--- config.mk ---
export PLATFORM = sky130hd
export DESIGN_NAME = sim_controller
export DESIGN_NICKNAME = d
export VERILOG_FILES = /design/src/rtl/sim_controller.sv
export SDC_FILE = /design/constraint.sdc
export NUM_CORES = 1
export LEC_CHECK = 0
export CORE_MARGIN = 2
export CORE_UTILIZATION = 45
export DETAILED_ROUTE_END_ITERATION = 16
export DONT_BUFFER_PORTS = 1
export GPL_TIMING_DRIVEN = 0
export SYNTH_ARGS = -nofsm -noshare
export SYNTH_HDL_FRONTEND = slang
export SYNTH_SLANG_ARGS = --single-unit
--- constraint.sdc ---
create_clock -name clock -period 5.36 [get_ports clock]
set_input_delay 1.072 -clock clock [delete_from_list [all_inputs] [get_ports clock]]
set_output_delay 1.072 -clock clock [all_outputs]
set_load 0.02 [all_outputs]
--- src/rtl/sim_controller.sv ---
// Calibrating step/dir controller for a simulated stepper axis.
// Seeks both limits, then follows the simulator's per-tick step deltas.
module sim_controller #(
    parameter int unsigned STEP_PERIOD   = 1000,
    parameter int unsigned STEP_WIDTH    = 100,
    parameter int unsigned CALIB_TIMEOUT = 4000
) (
    input  logic               clock,
    input  logic               reset,
    input  logic               start,
    input  logic               clear,
    input  logic               sync_sim_clock,
    input  logic               end_left,
    input  logic               end_right,
    input  logic signed [15:0] delta_steps,
    output logic               calib,
    output logic               step,
    output logic               dir,
    output logic [2:0]         state,
    output logic               calib_done,
    output logic               overrun,
    output logic               fault
);

    typedef enum logic [2:0] {
        IDLE       = 3'd0,
        SEEK_RIGHT = 3'd1,
        SEEK_LEFT  = 3'd2,
        RUN        = 3'd3,
        FAULT      = 3'd4
    } state_e;

    localparam logic [15:0] PER = 16'(STEP_PERIOD);
    localparam logic [15:0] WID = 16'(STEP_WIDTH);
    localparam logic [15:0] TMO = 16'(CALIB_TIMEOUT);

    state_e      state_q, state_d;
    logic        sync_q, live_q;
    logic [15:0] tcnt_q, tcnt_inc;
    logic [16:0] rem_q, rem_d;
    logic [15:0] pcnt_q, pcnt_d;
    logic        busy_q, busy_d;
    logic        hi_q, hi_d;
    logic        mute_q, mute_d;
    logic        dir_q, dir_d;
    logic        step_q, calib_q, done_q, fault_q, ovr_q;
    logic        tick, seeking, load, abort, timeout;
    logic [16:0] mag, ld_val;

    // live_q masks the first clock after reset so a high sync is not a tick
    assign tick     = sync_sim_clock & ~sync_q & live_q;
    assign tcnt_inc = tcnt_q + 16'd1;
    assign seeking  = (state_q == SEEK_RIGHT) || (state_q == SEEK_LEFT);
    assign timeout  = tick && (tcnt_inc == TMO);

    assign mag = delta_steps[15] ? (17'd0 - {1'b1, delta_steps})
                                 : {1'b0, delta_steps};
    assign ld_val = (state_q == RUN) ? mag : 17'd1;

    always_comb begin
        state_d = state_q;
        case (state_q)
            IDLE:       if (start) state_d = SEEK_RIGHT;
            SEEK_RIGHT: begin
                if (end_right)    state_d = SEEK_LEFT;
                else if (timeout) state_d = FAULT;
            end
            SEEK_LEFT:  begin
                if (end_left)     state_d = RUN;
                else if (timeout) state_d = FAULT;
            end
            RUN:        state_d = RUN;
            FAULT:      if (clear) state_d = IDLE;
            default:    state_d = FAULT;
        endcase
        if (end_left && end_right && state_q != FAULT) state_d = FAULT;
    end

    assign load  = tick && (state_d == state_q) && (seeking || state_q == RUN);
    assign abort = (state_d != state_q) &&
                   !(state_q == SEEK_LEFT && state_d == RUN);

    always_comb begin
        rem_d  = rem_q;
        busy_d = busy_q;
        pcnt_d = pcnt_q;
        hi_d   = hi_q;
        mute_d = mute_q;
        dir_d  = dir_q;
        if (state_d == SEEK_RIGHT) dir_d = 1'b1;
        else if (state_d == SEEK_LEFT) dir_d = 1'b0;
        else if (load && delta_steps != 16'sd0) dir_d = ~delta_steps[15];
        if (busy_q) begin
            pcnt_d = pcnt_q + 16'd1;
            if (pcnt_q == WID - 16'd1) hi_d = 1'b0;
            if (pcnt_q == PER - 16'd1) busy_d = 1'b0;
        end
        // a fresh tick value takes priority; the pulse starts one clock later
        if (load) begin
            rem_d = ld_val;
        end else if (rem_q != 17'd0 && (!busy_q || pcnt_q == PER - 16'd1)) begin
            rem_d  = rem_q - 17'd1;
            busy_d = 1'b1;
            pcnt_d = 16'd0;
            hi_d   = 1'b1;
            mute_d = (state_d == RUN) && (dir_d ? end_right : end_left);
        end
        if (abort) begin
            rem_d  = 17'd0;
            busy_d = 1'b0;
            pcnt_d = 16'd0;
            hi_d   = 1'b0;
            mute_d = 1'b0;
        end
    end

    always_ff @(posedge clock) begin
        if (!reset) begin
            state_q <= IDLE;
            sync_q  <= 1'b0;
            live_q  <= 1'b0;
            tcnt_q  <= 16'd0;
            rem_q   <= 17'd0;
            pcnt_q  <= 16'd0;
            busy_q  <= 1'b0;
            hi_q    <= 1'b0;
            mute_q  <= 1'b0;
            dir_q   <= 1'b0;
            step_q  <= 1'b0;
            calib_q <= 1'b0;
            done_q  <= 1'b0;
            fault_q <= 1'b0;
            ovr_q   <= 1'b0;
        end else begin
            state_q <= state_d;
            sync_q  <= sync_sim_clock;
            live_q  <= 1'b1;
            if (state_d != state_q || !seeking) tcnt_q <= 16'd0;
            else if (tick) tcnt_q <= tcnt_inc;
            rem_q   <= rem_d;
            pcnt_q  <= pcnt_d;
            busy_q  <= busy_d;
            hi_q    <= hi_d;
            mute_q  <= mute_d;
            dir_q   <= dir_d;
            step_q  <= hi_d & ~mute_d & (state_d != FAULT);
            calib_q <= (state_d == SEEK_RIGHT) || (state_d == SEEK_LEFT);
            done_q  <= (state_d == RUN);
            fault_q <= (state_d == FAULT);
            if (load && state_q == RUN && rem_q != 17'd0) ovr_q <= 1'b1;
        end
    end

    assign calib      = calib_q;
    assign step       = step_q;
    assign dir        = dir_q;
    assign state      = state_q;
    assign calib_done = done_q;
    assign overrun    = ovr_q;
    assign fault      = fault_q;

endmodule

Yosys cells after proc, flatten, opt, wreduce, memory -nomap -nowiden --
Cells that the tools add are included. Widths: inputs -> output; s select.
Cells by class: add/subtract/negate cells 4, equal/unequal tests 15, muxes and demuxes 31, bitwise logic cells 8, reduce and logical (&&, ||, !) cells 26
Operators by type and width (count):
- $mux 17 | 4
- $mux 16 | 3
- $add 16x1->16 const B | 2
- $mux 3 | 6
- $mux 1 | 17
- $reduce_bool 17->1 | 1
- $sub 1x17->17 const A | 1
- $sub 17x1->17 const B | 1
- $eq 16x10->1 const B | 1
- $eq 16x12->1 const B | 1
- $eq 16x7->1 const B | 1
- $reduce_bool 16->1 | 1
- $pmux 3 s5 | 1
- $eq 3x2->1 const B | 4
- $logic_and 1x1->1 | 12
- $eq 3x1->1 const B | 2
- $eq 3x3->1 const B | 2
- $ne 3x3->1 const B | 2
- $logic_or 1x1->1 | 5
- $and 1x1->1 | 4
- $not 1->1 | 4
- $reduce_or 2->1 | 2
- $eq 3x3->1 | 1
- $logic_not 1->1 | 3
- 3 further kinds | 3
Storage, ports and cells: register bits 63, bits of input ports 23, logic and storage cells 99

Logic depth before layout (Yosys ltp) --
depth after elaboration 23, gate-level depth with buffers 12, gate-level depth less buffers 10

Least setup slack after synthesis --
No wires, ideal clock.
kind in2reg, start point input sync_sim_clock, end point register rem_q[1], arrival time 3.354 ns, data required time 5.240 ns, setup slack 1.886 ns, stages 12, cells stage by stage and3b_1 > clkbuf_1 > and3_1 > o211ai_1 > or4_4 > or3_4 > and2_4 > buf_6 > or2_4 > buf_6 > o22ai_1 > nor2_1
Between the ends: longest elaborated chain between the ends 12, elaborated cells on any way between the ends 19
Ends and longest elaborated chain:
- from (decl) | line 12 | input logic sync_sim_clock,
- $and 1x1->1 (*) (2 in a row) | line 51 | assign tick = sync_sim_clock & ~sync_q & live_q;
- $logic_and 1x1->1 | line 54 | assign timeout = tick && (tcnt_inc == TMO);
- $mux 3 | line 66, 70
- $mux 3, on equally long branches | line 69, 65
- $pmux 3 s5 | line 62 | case (state_q)
- $mux 3 | line 76 | if (end_left && end_right && state_q != FAULT) state_d = FAULT;
- $eq 3x2->1 | line 81 | !(state_q == SEEK_LEFT && state_d == RUN);
- $logic_and 1x1->1 | line 81
- $logic_not 1->1 | line 81
- $logic_and 1x1->1 | line 80 | assign abort = (state_d != state_q) &&
- $reduce_or 2->1 (no line)
- to (signal assigned) | line 140 | rem_q <= rem_d;
- to (decl) | line 40 | logic [16:0] rem_q, rem_d;
Every way passes the cells marked *; elsewhere a longest branch is shown, timed or not. A chain may end at the register's enable or synchronous reset.

Worst setup path in the final report --
Same ends and word-level chain as after synthesis.

==> results by stage <==
STA:
- For the final routed database, the setup TNS stands at 0 ns.
- The worst path needs 3.42 ns of the cycle, external delays included.
- The highest clock frequency the design can meet is 293 MHz.
- The worst clock skew is 0.0148 ns.
- The count of endpoints failing hold in the final timing report is 0.
- The max-slew violation count is 0.
- The worst path uses 63.8% of the clock period.
- Measured against its own limit, the worst slew margin works out to 58.5%.
- Setup repair after global routing left no endpoint under its margin.
- Setup violations remaining at the end of the flow were counted as 0.
- The slew at the pin closest to its max-slew limit is 0.616 ns.

Synth:
- In the synthesized netlist the dominant register cell turns out to be dfxtp_1.
- The proportion of synthesized chip area in sequential cells is 33.8%.
- The net count after synthesis is 511.
- The area of the mapped netlist is 3730 um2.
- The mean instance size in the synthesized netlist is 7.70 um2.
- In the synthesized netlist the async set-or-reset flop fraction comes to 0%.
- The synthesized design contains 63 register bits.
- The synthesized instance count is 484.
- The number of different library cells used by synthesis comes to 56.
- The number of flops mapped to enable cells by yosys is 0.
- For this run, the number of Yosys warnings is 0.

Clocking:
- In this run, post-CTS repair resized a total of 0 instances.
- In this run, CTS created clock tree buffers numbering 9.
- The clock latency reported for the late side of the worst-skew pair is 0.34 ns.
- TritonCTS built the clock tree.
- The post-CTS clock slew at the launch and capture registers of the worst setup and hold paths is 0.07 ns.
- The H-tree depth reported by CTS is 3.
- The number of sinks handled by clock tree synthesis is 63.
- Once the clock tree was built, the setup fixing pass inserted 0 buffers.
- In this run, post-CTS hold repair placed 0 buffers.
- In this run the deepest clock path goes through 2 buffers.
- The tree is rooted in a clkbuf_8.

Placed design:
- The final weighted congestion in routability-driven placement is 0.866.
- The placed instances occupy a cell area of 3860 um2.
- The count of buffers inserted at the top-level ports is 0.
- Detailed placement ended at an HPWL of 6730 um.

Finish:
- The area added between synthesis and finish is 8.76%.
- Leaving out fill and tap cells, the most frequent cells in the layout are nor2_1, dfxtp_1, o21ai_0.
- The number of nets in the layout is 522.
- After filler insertion, the fill cell instance count of the layout stands at 806.
- Summing all multi-input logic gate instances after layout gives 2290 um2.
- The library cell used most frequently in the layout, excluding fill and tap cells, is nor2_1.
- The count of antenna diodes in the layout is 0.
- The share of layout cells above drive strength 1 is 6.40%.
- Summing all flip-flop and latch instances after layout gives 1260 um2.
- The design area is 4060 um2.

Global route:
- The met3 capacity usage during global routing is 4.19%.
- The initial antenna violation count came to 0.
- The met1 capacity usage during global routing is 28.5%.
- The layer with the highest usage is met2.
- The global routing usage summed across all routing layers is 21.0%.
- The via count of the first global-routing pass is 3217.
- Entering global routing, the biggest net connects 11 pins.
- Global routing consumed, on the met2 layer, 32.9% of the routing resources.
- The total overflow left after global routing is 0.
- The first global-routing pass estimated 15000 um of wire.

Floorplanning:
- The die outline area is 9030 um2.
- The initial standard-cell utilization of the core is 45.8%.
- The number of top-level design ports is 32.
- The floorplan step set the die height to 95.0 um.
- The number of rows created at floorplan is 33.
- The region available for standard cell placement spans 8130 um2.
- The horizontal extent of the die is 95.0 um.

Worst setup path:
- The number of cells on the worst reg-to-reg path is 12.
- Tracing the worst setup path back leads to its startpoint at sync_sim_clock.
- The source of the worst register-to-register timing path is tcnt_q[0].
- The critical register-to-register path endpoint is rem_q[1].
- In this run the worst path has a maximum fanout of 10.
- The critical path is of the in2reg type.
- The setup check on the worst reg-to-reg path leaves a slack of 2.02 ns.
- The element type at the critical path end is a register.
- Data arrives at the worst endpoint at 3.64 ns.
- The startpoint kind of the worst setup timing path is an input pin.
- STA puts the critical path data required time at 5.58 ns.

Pwr:
- The share of total power in combinational logic is 49.8%.
- Internal power comes to 0.00115 W.
- For this design the ratio of total power to cell area is 500 nW/um2.
- The clock network burns 20.0% of the power.
- The leakage power summed over all cells is 1.40 nW.
- The share of total power in sequential cells is 30.2%.
- Of the total power, the share spent switching nets is 43.3%.
- The analysis attributes to net switching a power of 0.000879 W.
- VDD sags by at most 294 uV.

Drt:
- The routed length per instance is 14.9 um.
- The total detailed-routing wirelength is 9000 um.
- Dividing the detail-routed via count by the number of cells gives 5.73.
- The post-detailed-route DRC marker count is 0.
- The number of nets still failing antenna checks after routing is 0.
- The detailed router's first-iteration violation count is 153.
- The total number of vias is 3467.
- The total iterations of the first detailed-routing run is 4.

Worst hold path:
- Along the worst hold path, the cell count comes to 2.
- The worst hold path begins at rem_q[0].
- The tightest min-delay check is of the reg2reg type.
- The path with the worst hold slack has its endpoint at rem_q[0].

Flow run:
- The number of maximum-capacitance constraint violations is 0.

Outcome:
- The flow ran to the end, and the final reports show no timing, DRC or antenna violations.
-- registers in the layout, summed over array words and instances, names as in the netlist, 3 cells and up --
register  count
pcnt_q       16
rem_q        17
state         3
tcnt_q       16
-- metal layers --
layer | vias up | wire, um | part of all wire, %
li1 | 1736 | - | -
met3 | 15 | 445 | 4.9
met5 | - | 0 | 0
met2 | 82 | 4050 | 45
met1 | 1634 | 4350 | 48
met4 | 0 | 155 | 1.7
-- critical path, cell delays in order --
cell	delay, ns
and3b_1	0.13
clkbuf_1	0.33
and3_1	0.24
o211ai_1	0.09
or4_4	0.47
or3_4	0.37
and2_4	0.15
buf_6	0.13
or2_4	0.29
buf_6	0.15
o22ai_1	0.15
nor2_1	0.05
-- cell type report --
cell class	count	share of cell area (%)
sequential	63	31.1
clock inverter	2	0.309
tap	105	3.24
inverter	23	2.13
multi-input combinational	378	56.4
buffer	20	2.34
clock buffer	14	4.50
-- synth_stat cells, types with 2 or more instances --
library cell | instances | area share [%]
nor2_1 | 84 | 8.5
or2_2 | 3 | 0.50
o21a_1 | 3 | 0.60
inv_1 | 23 | 2.3
nand2b_1 | 7 | 1.2
nand2_1 | 27 | 2.7
nor3b_1 | 4 | 0.81
ha_1 | 4 | 1.3
nand4_1 | 13 | 2.2
and4_1 | 2 | 0.47
nand3_1 | 16 | 2.1
nor4_1 | 8 | 1.3
dfxtp_1 | 63 | 34
o21ai_0 | 31 | 4.2
a211oi_1 | 2 | 0.40
a21o_1 | 5 | 1.0
a21oi_1 | 28 | 3.8
o41ai_1 | 4 | 0.94
or4_1 | 3 | 0.60
and3_1 | 10 | 1.7
a41oi_1 | 2 | 0.47
o31ai_1 | 5 | 1.0
clkbuf_1 | 14 | 1.4
buf_6 | 2 | 0.60
xnor2_1 | 18 | 4.2
nor3_1 | 10 | 1.3
o311ai_0 | 2 | 0.47
a31oi_1 | 15 | 2.5
mux2i_1 | 4 | 1.1
o211ai_1 | 3 | 0.60
nor2b_1 | 4 | 0.67
or3_1 | 3 | 0.50
and2_1 | 7 | 1.2
xor2_1 | 30 | 7.0
buf_2 | 4 | 0.54
-- power by group through the flow --
stage | registers, W | clock network (W) | logic, W
6_report | 0.000612 | 0.000406 | 0.00101
5_1_grt | 0.000622 | 0.000433 | 0.00113
4_1_cts | 0.000610 | 0.000415 | 0.00100
3_5_place_dp | 0.000621 | 0 | 0.000986
3_3_place_gp | 0.000618 | 0 | 0.000980
2_1_floorplan | 0.000601 | 0 | 0.000784
-- worst max-delay path by stage --
stage                     to
global route            step
detailed placement  rem_q[1]
finish              rem_q[1]
global placement    rem_q[1]
floorplan           rem_q[1]
CTS                     step
-- metrics by stage --
| step | power (W) | hold WS (ns) | utilization, % | setup WS (ns) | std cells |
|---|---|---|---|---|---|
| finish | 0.00203 | 0.477 | 49.9 | 1.94 | 605 |
| global placement | 0.00160 | 0.460 | 47.5 | 1.61 | 589 |
| floorplan | 0.00139 | 0.439 | - | 1.89 | 484 |
| detailed placement | 0.00161 | 0.463 | 47.5 | 1.59 | 589 |
| global route | 0.00219 | 0.502 | 49.9 | 1.62 | 605 |
| CTS | 0.00203 | 0.473 | 49.9 | 1.94 | 605 |
-- cell families after synthesis --
group	after synthesis	share of synthesized area [%]
multiplexers	4	1.07
flip-flops	63	33.8
adder cells (fa/ha/maj)	4	1.34
XOR/XNOR	48	11.3
AO/OA/AOI/OAI	109	18.2
buffers and inverters	43	4.87
AND/OR/NAND/NOR	213	29.4
Note: power is estimated with default switching activity, not from simulation.
